`src/rtl/controle_caixa_dagua.sv`:
```
// Water-tank controller: refills through the inlet valve and shares tank water between
// sprinkler and drip consumers with round-robin priority. Optional MANUAL_FILL_EN adds fill_req.
module controle_caixa_dagua #(
    parameter int unsigned FILL_DIV  = 4,
    parameter int unsigned ASP_DIV   = 2,
    parameter int unsigned GOT_DIV   = 3,
    parameter int unsigned LOW_LEVEL = 2
) (
    input  logic       clk,
    input  logic       reset,
    input  logic       req_asp,
    input  logic       req_got,
`ifdef MANUAL_FILL_EN
    input  logic       fill_req,
`endif
    output logic [2:0] water_level,
    output logic       valve_in,
    output logic       grant_asp,
    output logic       grant_got,
    output logic [1:0] state,
    output logic       low_alarm
);

    typedef enum logic [1:0] {
        IDLE    = 2'b00,
        FILLING = 2'b01,
        IRR_ASP = 2'b10,
        IRR_GOT = 2'b11
    } state_t;

    localparam logic [15:0] FILL_LAST = 16'(FILL_DIV - 1);
    localparam logic [15:0] ASP_LAST  = 16'(ASP_DIV - 1);
    localparam logic [15:0] GOT_LAST  = 16'(GOT_DIV - 1);
    localparam logic [2:0]  LOW_LVL   = 3'(LOW_LEVEL);
    localparam logic [2:0]  FULL_LVL  = 3'd7;

    state_t      state_q, state_d;
    logic [2:0]  level_q, level_d;
    logic [15:0] cnt_q, cnt_d;
    logic        last_got_q, last_got_d;
    logic        drain_req;
    logic [15:0] drain_last;

    always_ff @(posedge clk or posedge reset) begin
        if (reset) begin
            state_q    <= IDLE;
            level_q    <= 3'd0;
            cnt_q      <= 16'd0;
            last_got_q <= 1'b1;
        end else begin
            state_q    <= state_d;
            level_q    <= level_d;
            cnt_q      <= cnt_d;
            last_got_q <= last_got_d;
        end
    end

    // Both irrigation states drain the tank the same way; only the request and divider differ.
    always_comb begin
        drain_req  = (state_q == IRR_ASP) ? req_asp : req_got;
        drain_last = (state_q == IRR_ASP) ? ASP_LAST : GOT_LAST;
    end

    always_comb begin
        state_d    = state_q;
        level_d    = level_q;
        cnt_d      = cnt_q;
        last_got_d = last_got_q;
        case (state_q)
            IDLE: begin
                cnt_d = 16'd0;
                if (level_q <= LOW_LVL) begin
                    state_d = FILLING;
`ifdef MANUAL_FILL_EN
                end else if (fill_req && level_q != FULL_LVL) begin
                    state_d = FILLING;
`endif
                end else if (req_asp && !req_got) begin
                    state_d = IRR_ASP;
                end else if (req_got && !req_asp) begin
                    state_d = IRR_GOT;
                end else if (req_asp && req_got) begin
                    state_d = last_got_q ? IRR_ASP : IRR_GOT;
                end
                if (state_d == IRR_ASP) begin
                    last_got_d = 1'b0;
                end else if (state_d == IRR_GOT) begin
                    last_got_d = 1'b1;
                end
            end
            FILLING: begin
                if (cnt_q == FILL_LAST) begin
                    cnt_d = 16'd0;
                    if (level_q != FULL_LVL) begin
                        level_d = level_q + 3'd1;
                    end
                    if (level_d == FULL_LVL) begin
                        state_d = IDLE;
                    end
                end else begin
                    cnt_d = cnt_q + 16'd1;
                end
            end
            default: begin
                // A dropped request wins even over a pending step on the same edge.
                if (!drain_req) begin
                    state_d = IDLE;
                    cnt_d   = 16'd0;
                end else if (cnt_q == drain_last) begin
                    cnt_d = 16'd0;
                    if (level_q != 3'd0) begin
                        level_d = level_q - 3'd1;
                    end
                    if (level_d <= LOW_LVL) begin
                        state_d = FILLING;
                    end
                end else begin
                    cnt_d = cnt_q + 16'd1;
                end
            end
        endcase
    end

    assign state       = state_q;
    assign water_level = level_q;
    assign valve_in    = (state_q == FILLING);
    assign grant_asp   = (state_q == IRR_ASP);
    assign grant_got   = (state_q == IRR_GOT);
    assign low_alarm   = (level_q <= LOW_LVL);

endmodule
```
`config.mk`:
```
export PLATFORM = sky130hd
export DESIGN_NAME = controle_caixa_dagua
export DESIGN_NICKNAME = d
export VERILOG_FILES = /design/src/rtl/controle_caixa_dagua.sv
export SDC_FILE = /design/constraint.sdc
export NUM_CORES = 1
export LEC_CHECK = 0
export ABC_AREA = 1
export BUFFER_PORTS_ARGS = -buffer_cell sky130_fd_sc_hd__buf_2
export CAP_MARGIN = 15
export CORE_MARGIN = 2
export CORE_UTILIZATION = 50
export CTS_CLUSTER_SIZE = 20
export DETAILED_ROUTE_END_ITERATION = 10
export GPL_TIMING_DRIVEN = 1
export PLACE_DENSITY = 0.81
export SLEW_MARGIN = 15
export SYNTH_ARGS = -nofsm -noshare
export SYNTH_HDL_FRONTEND = slang
export SYNTH_SLANG_ARGS = --single-unit
export TNS_END_PERCENT = 10
```
`constraint.sdc`:
```
create_clock -name clk -period 3.1 [get_ports clk]
set_input_delay 0 -clock clk [delete_from_list [all_inputs] [get_ports clk]]
set_output_delay 0 -clock clk [all_outputs]
set_load 0.03 [all_outputs]
```
# ---- Word-level counts from Yosys, hierarchy flattened
# Cells that the tools add are included.
dict set report classes {
  addsub 3
  order_cmp 2
  eq_ne 13
  mux 31
  bitwise_logic 1
  n_reduce_logical 14
}
# cell n
set op_table {}
lappend op_table {{two-way mux 16 bit} 3}
lappend op_table {{one-hot mux 16 bit (2 select lines)} 1}
lappend op_table {{two-way mux 3 bit} 10}
lappend op_table {{two-way mux 2 bit} 11}
lappend op_table {{adder 16 x 1 -> 16 bit (second input constant)} 1}
lappend op_table {{== test 16 x 2 -> 1 bit} 1}
lappend op_table {{== test 16 x 2 -> 1 bit (second input constant)} 1}
lappend op_table {{== test 2 bit (second input constant)} 4}
lappend op_table {{!= test 4 x 2 -> 1 bit (second input constant)} 2}
lappend op_table {{AND reduction 4 bit} 2}
lappend op_table {{<= comparator 3 x 2 -> 1 bit (second input constant)} 2}
lappend op_table {{one-hot mux 3 bit (2 select lines)} 1}
lappend op_table {{nonzero test 2 bit} 3}
lappend op_table {{two-way mux 1 bit} 4}
lappend op_table {{!= test 2 x 1 -> 1 bit (second input constant)} 2}
lappend op_table {{one-hot mux 2 bit (2 select lines)} 1}
lappend op_table {{adder 3 x 1 -> 3 bit (second input constant)} 1}
lappend op_table {{== test 3 bit (second input constant)} 1}
lappend op_table {{logical AND 1 bit} 3}
lappend op_table {{!= test 3 bit (second input constant)} 1}
lappend op_table {{nonzero test 3 bit} 1}
lappend op_table {{subtractor 3 x 1 -> 3 bit (second input constant)} 1}
lappend op_table {{== test 2 x 1 -> 1 bit (second input constant)} 1}
lappend op_table {{logical NOT 1 bit} 2}
lappend op_table {{4 further kinds} 4}
dict set report totals {
  reg_bits 22
  output_inout_bits 9
  elab_cells 68
}

# ---- Depth between registers and ports, before layout
# Gate-level depths: netlist (run 1).
dict set report depth {
  word_depth 11
  ltp_mapped 10
}

# ---- Worst setup path before layout (run 1)
# Ideal clock, no wire load.
dict set report synth_timing {
  path_type {reg2reg}
  start {reg state_q[1], in the netlist state[1]}
  end {reg cnt_q[12]}
  t_arrival_ps 1768
  setup_slack_ps 1213
  stages_incl_launch_ff 11
  path_buffers 1
  cell_sequence {dfrtp_1 > inv_1 > nor2_1 > nand2_1 > nand2_1 > inv_1 > o21ai_1 > nand2_1 > inv_2 > buf_6 > nor2_1}
}
dict set report synth_between {
  elab_chain_len 6
}
# item line_no
set synth_rtl {}
lappend synth_rtl {{start: declaration} 37} ;# state_t state_q, state_d;
lappend synth_rtl {{start signal: assignment} 51} ;# state_q <= state_d;
lappend synth_rtl {{== test 2 bit (*)} n/a}
lappend synth_rtl {{net grant_asp} 18} ;# output logic grant_asp,
lappend synth_rtl {{two-way mux 2 bit} 61} ;# drain_last = (state_q == IRR_ASP) ? ASP_LAST : GOT_LAST;
lappend synth_rtl {{== test 16 x 2 -> 1 bit} 109} ;# end else if (cnt_q == drain_last) begin
lappend synth_rtl {{two-way mux 16 bit} 109}
lappend synth_rtl {{two-way mux 16 bit (*)} 106} ;# if (!drain_req) begin
lappend synth_rtl {{one-hot mux 16 bit (2 select lines) (*)} 69} ;# case (state_q)
lappend synth_rtl {{net cnt_d[12]} 39} ;# logic [15:0] cnt_q, cnt_d;
lappend synth_rtl {{end signal: assignment} 53} ;# cnt_q <= cnt_d;
lappend synth_rtl {{end: declaration} 39}
# The timed path passes the listed nets; every way through them passes the cells marked *.
# A chain may end at the register's enable or synchronous reset.

# ---- Worst setup path in the final report (run 1)
dict set report layout_timing {
  start {reg cnt_q[0]}
  end {reg cnt_q[12]}
}
dict set report layout_between {
  elab_chain_len 4
}
# item line_no
set layout_rtl {}
lappend layout_rtl {{adder 16 x 1 -> 16 bit or == test 16 x 2 -> 1 bit (tied branches)} {101, 118, 109}}
lappend layout_rtl {{two-way mux 16 bit} 109}
lappend layout_rtl {{two-way mux 16 bit} 106}
lappend layout_rtl {{one-hot mux 16 bit (2 select lines) (*)} 69}
lappend layout_rtl {{net cnt_d[12]} 39}
# Marked as above.

==> results_dict.tcl, run 1 <==
set metrics [dict create \
    critical_path_arrival_ns 1.83 \
    worstMarginPinSlew_ns 0.8022 \
    final_max_slew_viol_count 0 \
    pwr_density_cell_mw_per_mm2 283.2 \
    cts_setup_buffers 0 \
    r2r_start "cnt_q[0]$_DFF_PP0_" \
    start_util 0.5180 \
    syn_nets 211 \
    crit_path_end_kind "flip-flop" \
    synth-main-ff-cell "dfrtp_1" \
    die_w_um 56.99 \
    final_cell_mix "57 x nand2_1, 42 x nor2_1, 27 x inv_1" \
    avgRoutedWirePerCell_um 10.27 \
    hold_viol 0 \
    drt_iter0_markers 43 \
    p_sw_mw 0.09142 \
    clockRootBuffer "clkbuf_4" \
    drive_above_1_share 0.08756 \
    p_comb_frac 0.023 \
    cp_top_family "simple AND/OR/NAND/NOR gates" \
    cp-start-kind "flip-flop" \
    place_ws_ns 1.494 \
    io_pins 13 \
    intPower_mw 0.3398 \
    slowest_delay_ns 0.44 \
    hpwl_mm 1.927 \
    power.share.switching 0.2120 \
    vdd_ir_drop_max_mv 0.2337 \
    yosysUniqueCellTypes 22 \
    hold_class "primary input to flip-flop" \
    synthCells 202 \
    max_freq_mhz 611.0 \
    h-tree-depth 1 \
    crit_path_top_delay_cell "dfrtp_1" \
    yosysWarnings 0 \
    sequentialPowerShare 0.665 \
    p_leak_nw 0.7907 \
    synth_area_mm2 0.001404 \
    synth_compound_area_frac 0.05348 \
    crit_top_cell "nor2_1" \
    grtUsageTotal 0.1751 \
    core_mm2 0.002710 \
    numCtsBuffers 3 \
    async_reset_ff_frac 1.000 \
    clock_path_buffers 2 \
    grt-ovfl-total 0 \
    rows 19 \
    clock-sinks 22 \
    clock_latency_ns 0.30 \
    drc 0 \
    synth_seq_cells 22 \
    synth_edf_count 0 \
    path_max_fanout 5 \
    grt_max_degree 23 \
    ys_seq_area_frac 0.3930 \
    path_buf_inv 0 \
    nets 227 \
    die_h_um 56.99 \
    layout_setup_ws_ns 1.463 \
    die-area_mm2 0.003247 \
    startpoint "cnt_q[0]$_DFF_PP0_" \
    hold_start "req_asp" \
    cts_tree "yes" \
    syn_area_per_cell_um2 6.950 \
    gp_congestion 0.8816 \
    io_buffers 12 \
    antenna_found_initial 0 \
    fin_crit_ns 1.637 \
    postRouteAntennaNets 0 \
    pwr-share-clk 0.312 \
    final_common_cell "nand2_1" \
    relSlewSlack 0.4646 \
    synth_xor_area_frac 0.06863 \
    areaGrowthSynthToFinish_pct 8.467 \
    synth_top_family_by_area "simple AND/OR/NAND/NOR gates" \
    finalCritPeriodShare 0.5279 \
    drv_cap 0 \
    nFillCells 288 \
    grt_setup_unrepaired "false" \
    synth-simple-area-share 0.3467 \
    diodes 0 \
    route.vias.total 1205 \
    dr.pass1.iters 4 \
    skew_ns 0.003886 \
    wl_mm 2.548 \
    muxShareOfSynthArea 0.007130 \
    fin_tns_setup_ns 0 \
    grt_pass1_wl_mm 4.567 \
    synthAdderAreaFrac 0.04456 \
    worst_ep_required_time_ns 3.30 \
    outcome "finished clean" \
    clk_pin_slew_ns 0.12 \
    vias_per_cell 4.859 \
    crit_chain "ha_1, nand3_1, nor2_1, nand3_1, nor2_1, xnor2_1, nor2_1" \
    grt_pass1_vias 1105 \
    path_class "flip-flop to flip-flop" \
    report.final.setup_viol 0 \
]
-- cells in the mapped netlist (2+ instances only) --
cell	count	area share
xor2_1	7	0.044
inv_1	27	0.072
o21ai_0	9	0.032
dfrtp_1	21	0.37
nand4_1	4	0.018
nor2_1	42	0.11
xnor2_1	4	0.025
nand2_1	57	0.15
ha_1	5	0.045
a21oi_1	2	0.0071
nand3_1	13	0.046
-- registers in the layout, indices dropped and copies added (netlist names), named ones only --
name	cells
cnt_q	16
last_got_q	1
water_level	2
state	2
-- power by group through the flow --
stage | clock (mW) | sequential (mW) | combinational (mW)
2_1_floorplan | 0 | 0.292 | 0.00511
3_5_place_dp | 0 | 0.292 | 0.00933
5_1_grt | 0.151 | 0.287 | 0.0117
6_report | 0.134 | 0.287 | 0.00978
3_3_place_gp | 0 | 0.292 | 0.00934
4_1_cts | 0.139 | 0.287 | 0.0103
-- kinds of logic (layout without fill, tap and decap cells) --
logic type,count (synthesis),count (layout)
xor gates and xnor gates,11,11
muxes,1,1
DFF,22,22
AOI/OAI and AO/OA,14,14
adders and majority gates,5,5
buffers and inverters,30,45
and+or+nand+nor,119,119
-- path summary, 6_finish.rpt --
kind / end / slack, ns / cells after the start
setup / recovery: cnt_q[12]$_DFF_PP0_ / 1.46 / 7
hold / removal: state[1]$_DFFE_PP0P_ / 0.03 / 3
setup reg to reg: cnt_q[12]$_DFF_PP0_ / 1.46 / 7
hold reg to reg: last_got_q$_DFFE_PP1P_ / 0.48 / 2
max in group asynchronous: cnt_q[9]$_DFF_PP0_ / 2.22 / 3
min in group asynchronous: cnt_q[13]$_DFF_PP0_ / 0.38 / 3
-- cell type report --
| class | count | area [um2] | area share |
|---|---|---|---|
| Tap cell | 31 | 38.79 | 0.02547 |
| Clock buffer | 4 | 26.28 | 0.01726 |
| Timing Repair Buffer | 13 | 70.07 | 0.04601 |
| Inverter | 28 | 105.1 | 0.06902 |
| Multi-Input combinational cell | 150 | 730.7 | 0.4799 |
| Sequential cell | 22 | 551.8 | 0.3624 |
-- timing repair --
item                      CTS  global route
hold buffers                1             0
hold endpoints to repair   21             0
gates resized for setup     0             0
-- per-stage QoR --
| stage | utilization | cell area [um2] | hold slack, ns | instances | power [mW] |
|---|---|---|---|---|---|
| final | 0.5619 | 1523 | 0.02624 | 248 | 0.4312 |
| after global routing | 0.5619 | 1523 | 0.04061 | 248 | 0.4498 |
| after CTS | 0.5619 | 1523 | 0.02083 | 248 | 0.4360 |
| after detailed placement | 0.5485 | 1486 | 0.1990 | 243 | 0.3018 |
| after global placement | 0.5485 | 1486 | 0.2031 | 243 | 0.3018 |
| after floorplan | - | 1404 | -0.01152 | 202 | 0.2975 |
-- routing by layer --
layer	GRT usage	wire, um
met1	0.2331	1257
met2	0.2890	1201
met3	0.02948	62
met4	0.06312	25
met5	0	0
-- worst reg2reg max path: cells and delay by family, from the launching register on --
kind / cells / cell delay (ns)
adders and majority gates: 1 / 0.24
xor gates and xnor gates: 1 / 0.13
and+or+nand+nor: 5 / 0.74
DFF: 1 / 0.44
(Power assumes the default switching activity.)
==> run 2: changes to the inputs <==
- PLACE_DENSITY: 0.81 -> 0.84
- clock period: 3.1 -> 1.3 ns (I/O delays scaled with it)
==> results_dict.tcl, run 2 (synthesis results as in run 1) <==
set metrics [dict create \
    outcome "finished, violations left" \
    violations "setup timing" \
    cp-start-kind "flip-flop" \
    clock_path_buffers 2 \
    relSlewSlack 0.7665 \
    hold_start "req_asp" \
    diodes 0 \
    drc 0 \
    postRouteAntennaNets 0 \
    drt_iter0_markers 86 \
    hold_class "primary input to flip-flop" \
    drv_cap 0 \
    design_area_mm2 0.002133 \
    r2r_start "cnt_q[11]$_DFF_PP0_" \
    h-tree-depth 1 \
    path_max_fanout 3 \
    numCtsBuffers 3 \
    largest_register_ffs 16 \
    die_w_um 56.99 \
    worstHoldPathCells 3 \
    grt_pass1_wl_mm 6.900 \
    worstMarginPinSlew_ns 0.3487 \
    vias_per_cell 5.672 \
    sequentialPowerShare 0.618 \
    final_max_slew_viol_count 0 \
    intPower_mw 0.8642 \
    final_common_cell "nand2_1" \
    worstReg2RegEnd "state[0]$_DFFE_PP0P_" \
    grt-ovfl-total 0 \
    pwr_density_cell_mw_per_mm2 519.4 \
    p_sw_mw 0.2439 \
    reg2reg_depth 10 \
    report.final.setup_viol 24 \
    hold_viol 0 \
    start_util 0.5180 \
    avgRoutedWirePerCell_um 16.16 \
    io_pins 13 \
    pwr-share-clk 0.357 \
    rows 19 \
    crit_path_end_kind "flip-flop" \
    clockRootBuffer "clkbuf_4" \
    power.share.switching 0.2201 \
    grt_setup_unrepaired "true" \
    gp_congestion 0.8540 \
    holdPathEnd "state[1]$_DFFE_PP0P_" \
    grt_pass1_vias 1549 \
    die-area_mm2 0.003247 \
    critical_path_arrival_ns 1.88 \
    finalCritPeriodShare 1.244 \
    areaGrowthSynthToFinish_pct 51.96 \
    final_cell_mix "47 x nand2_1, 40 x buf_4, 30 x nor2_1" \
    hpwl_mm 2.257 \
    cts_tree "yes" \
    skew_ns 0.001385 \
    clk_pin_slew_ns 0.13 \
    vdd_ir_drop_max_mv 0.4373 \
    clock-sinks 22 \
    io_buffers 12 \
    core_mm2 0.002710 \
    fin_crit_ns 1.617 \
    worst_ep_required_time_ns 1.56 \
    layout_setup_ws_ns -0.3169 \
    p_comb_frac 0.026 \
    grtUsageTotal 0.2715 \
    dr.pass1.iters 4 \
    finalPower_mw 1.108 \
    clock_latency_ns 0.32 \
    antenna_found_initial 0 \
    max_freq_mhz 618.5 \
    reg2reg_setup_slack_ns -0.32 \
    route.vias.total 1679 \
    placed_area_mm2 0.001797 \
    p_leak_nw 1.040 \
    die_h_um 56.99 \
    grt_max_degree 23 \
    path_class "flip-flop to flip-flop" \
    wl_mm 4.783 \
    drive_above_1_share 0.4264 \
    nets 275 \
    regMostFlops "cnt_q" \
]
-- run 2: cell types whose count changed in the layout (fill, tap and decap cells not counted), sizes merged --
cell      previous run  this run
buf                 12        59
clkinvlp             0         1
-- run 2: power groups by stage --
stage / logic (mW) / registers (mW) / clock network, mW
2_1_floorplan: 0.0122 / 0.697 / 0
3_3_place_gp: 0.0243 / 0.697 / 0
3_5_place_dp: 0.0252 / 0.697 / 0
4_1_cts: 0.0275 / 0.684 / 0.400
5_1_grt: 0.0317 / 0.685 / 0.418
6_report: 0.0284 / 0.684 / 0.395
-- run 2: what timing repair did --
item / CTS / global route
gates resized for setup: 44 / 25
pin swaps: 18 / 15
setup buffers: 4 / 4
endpoints found under the hold margin: 22 / 0
endpoints found under the setup margin: 24 / 24
hold buffers: 1 / 0
cloned: 1 / 0
-- run 2: cell type report --
| class | instances | area [um2] |
|---|---|---|
| multi-input combinational | 150 | 919.6 |
| clock buffer | 4 | 36.28 |
| inverter | 28 | 112.6 |
| fill | 135 | 576.8 |
| timing repair inverter | 1 | 7.507 |
| tap | 31 | 38.79 |
| sequential | 22 | 556.8 |
| timing repair buffer | 60 | 461.7 |
-- run 2: worst max-delay path by stage --
stage / from / endpoint / cells past startpoint
detailed placement: cnt_q[0]$_DFF_PP0_ / cnt_q[12]$_DFF_PP0_ / 7
global route: cnt_q[11]$_DFF_PP0_ / state[0]$_DFFE_PP0P_ / 10
global placement: cnt_q[0]$_DFF_PP0_ / cnt_q[12]$_DFF_PP0_ / 7
CTS: cnt_q[1]$_DFF_PP0_ / cnt_q[13]$_DFF_PP0_ / 8
finish: cnt_q[11]$_DFF_PP0_ / state[0]$_DFFE_PP0P_ / 10
floorplan: state[1]$_DFFE_PP0P_ / cnt_q[0]$_DFF_PP0_ / 10
-- run 2: per-layer routing --
metal / track usage / wire, um / vias to the layer above
met1: 0.3274 / 1853 / 781
met5: 0 / 0 / -
met2: 0.4778 / 2298 / 107
li1: - / - / 754
met3: 0.03401 / 304 / 37
met4: 0.1329 / 327 / 0
-- run 2: critical path, stage by stage (launching register included) --
cell and delay [ns]:
dfrtp_1 0.41, nor2_1 0.20, nand2_2 0.10, nor2_4 0.18
nand2_2 0.11, buf_6 0.13, nor2_4 0.09, nand3_2 0.12
nand3_2 0.11, nand2_1 0.05, inv_1 0.06
-- run 2: stage by stage --
stage | hold slack (ns) | cells | setup TNS [ns] | util | setup WS (ns)
2_1_floorplan | -0.01180 | 202 | -4.205 | - | -0.2418
3_3_place_gp | 0.04460 | 282 | -1.884 | 0.6630 | -0.2522
3_5_place_dp | 0.05318 | 282 | -3.116 | 0.6630 | -0.2950
4_1_cts | 0.01290 | 292 | -2.026 | 0.7516 | -0.1087
5_1_grt | 0.08009 | 296 | -6.252 | 0.7872 | -0.3236
6_report | 0.07507 | 296 | -5.945 | 0.7872 | -0.3169
==> run 3: changes to the inputs <==
- CELL_PAD_IN_SITES_DETAIL_PLACEMENT: default -> 1
- CELL_PAD_IN_SITES_GLOBAL_PLACEMENT: default -> 2
- CORE_UTILIZATION: 50 -> 29
- PLACE_DENSITY: 0.84 -> 0.85
==> results_dict.tcl, run 3 (synthesis results as in run 1) <==
set metrics [dict create \
    core_mm2 0.004692 \
    placed_cells 311 \
    critical_path_arrival_ns 1.64 \
    grt_pass1_vias 1683 \
    io_pins 13 \
    gp_congestion 0.7504 \
    h-tree-depth 1 \
    fin_tns_setup_ns -2.856 \
    finalCritPeriodShare 1.134 \
    start_util 0.2992 \
    p_leak_nw 1.067 \
    drc 0 \
    layout_setup_ws_ns -0.1740 \
    placed_area_mm2 0.001871 \
    finalPower_mw 1.365 \
    final_common_cell "nand2_1" \
    clockRootBuffer "clkbuf_8" \
    design_area_mm2 0.002180 \
    areaGrowthSynthToFinish_pct 55.26 \
    violations "setup timing" \
    report.final.setup_viol 23 \
    slowest_delay_ns 0.43 \
    worstMarginPinSlew_ns 0.2998 \
    avgRoutedWirePerCell_um 12.92 \
    die_w_um 73.58 \
    dr.pass1.iters 4 \
    hpwl_mm 3.032 \
    grt_pass1_wl_mm 7.521 \
    clock-sinks 22 \
    postRouteAntennaNets 0 \
    hold_viol 0 \
    grtUsageTotal 0.1753 \
    largest_register_ffs 16 \
    grt-ovfl-total 0 \
    numCtsBuffers 3 \
    path_class "flip-flop to flip-flop" \
    nets 280 \
    relSlewSlack 0.8001 \
    max_freq_mhz 678.4 \
    clk_pin_slew_ns 0.09 \
    regMostFlops "cnt_q" \
    crit_top_cell "nor2_1" \
    die-area_mm2 0.005413 \
    cts_tree "yes" \
    wl_mm 4.185 \
    pwr_density_cell_mw_per_mm2 626.3 \
    clock_latency_ns 0.27 \
    skew_ns 0.004064 \
    crit_path_top_delay_cell "dfrtp_2" \
    io_buffers 12 \
    drive_above_1_share 0.4111 \
    outcome "finished, violations left" \
    fin_crit_ns 1.474 \
    vdd_ir_drop_max_mv 0.4402 \
    rows 25 \
    grt_setup_unrepaired "true" \
    vias_per_cell 4.630 \
    antenna_found_initial 0 \
    final_max_slew_viol_count 0 \
    die_h_um 73.58 \
    cp-start-kind "flip-flop" \
    place_ws_ns -0.3251 \
    diodes 0 \
    stdcell_count 324 \
    drv_cap 0 \
    grt_max_degree 23 \
    crit_chain "buf_6, inv_1, nor2_1, nand2_1, nand2_2, inv_2, o21ai_2, nand2_4, clkinvlp_4, nor2_1" \
    clock_path_buffers 2 \
    path_max_fanout 7 \
    route.vias.total 1500 \
    worst_ep_required_time_ns 1.46 \
    hold_class "primary input to flip-flop" \
    drt_iter0_markers 34 \
    final_cell_mix "50 x nand2_1, 49 x buf_4, 34 x nor2_1" \
    crit_path_end_kind "flip-flop" \
]
[run 3: changes by cell type in the layout (fill, tap and decap cells not counted), sizes merged]
cell / delta
clkbuf: -1
bufinv: +1
buf: +5
[run 3: metal layers]
layer	global-route usage	wire [um]
met4	0.06061	44
met3	0.01646	62
met2	0.3185	2253
met5	0	0
met1	0.2141	1825
[run 3: layout make-up]
type,instances,area [um2]
fillers,605,2512
multi-input cells,150,879.6
flip-flops and latches,22,559.3
repair buffers,65,484.2
inverters,28,110.1
well taps,54,67.56
clock buffers,3,41.29
clock inverters,1,30.03
repair inverters,1,7.507
[run 3: critical path, delay by kind of cell, from the launching register on]
kind	cells	cell delay, ns
AND/OR/NAND/NOR	5	0.44
flip-flops	1	0.43
buffers and inverters	4	0.33
AO/OA/AOI/OAI	1	0.17
[run 3: report_power, final]
part	internal, mW	switching, mW	total [mW]
sequential	0.684	0	0.684
combinational	0.00830	0.0186	0.0269
clock	0.411	0.243	0.654
total	1.10	0.262	1.37
[run 3: metrics by stage]
step	hold slack, ns	util
final	0.07938	0.4645
after global routing	0.1197	0.4645
after CTS	0.06313	0.4581
after detailed placement	0.06271	0.3987
after global placement	0.05839	0.3987
after floorplan	-0.01180	-
[run 3: worst paths after layout]
kind                                         from                endpoint  slack, ns  cells after the start
setup / recovery               cnt_q[0]$_DFF_PP0_      cnt_q[6]$_DFF_PP0_      -0.17                     10
min in group asynchronous                   reset     cnt_q[13]$_DFF_PP0_       0.30                      4
hold / removal                            req_asp    state[1]$_DFFE_PP0P_       0.08                      3
hold reg to reg            last_got_q$_DFFE_PP1P_  last_got_q$_DFFE_PP1P_       0.48                      2
setup reg to reg               cnt_q[0]$_DFF_PP0_      cnt_q[6]$_DFF_PP0_      -0.17                     10
max in group asynchronous                   reset  last_got_q$_DFFE_PP1P_       0.71                      4
[run 3: what timing repair did]
action | in CTS | in global routing
buffers inserted | 5 | 2
pin swaps | 16 | 8
gates cloned | 1 | 0
hold buffers | 1 | 0
gates resized for setup | 44 | 7
setup endpoints to repair | 24 | 23
endpoints found under the hold margin | 21 | 0
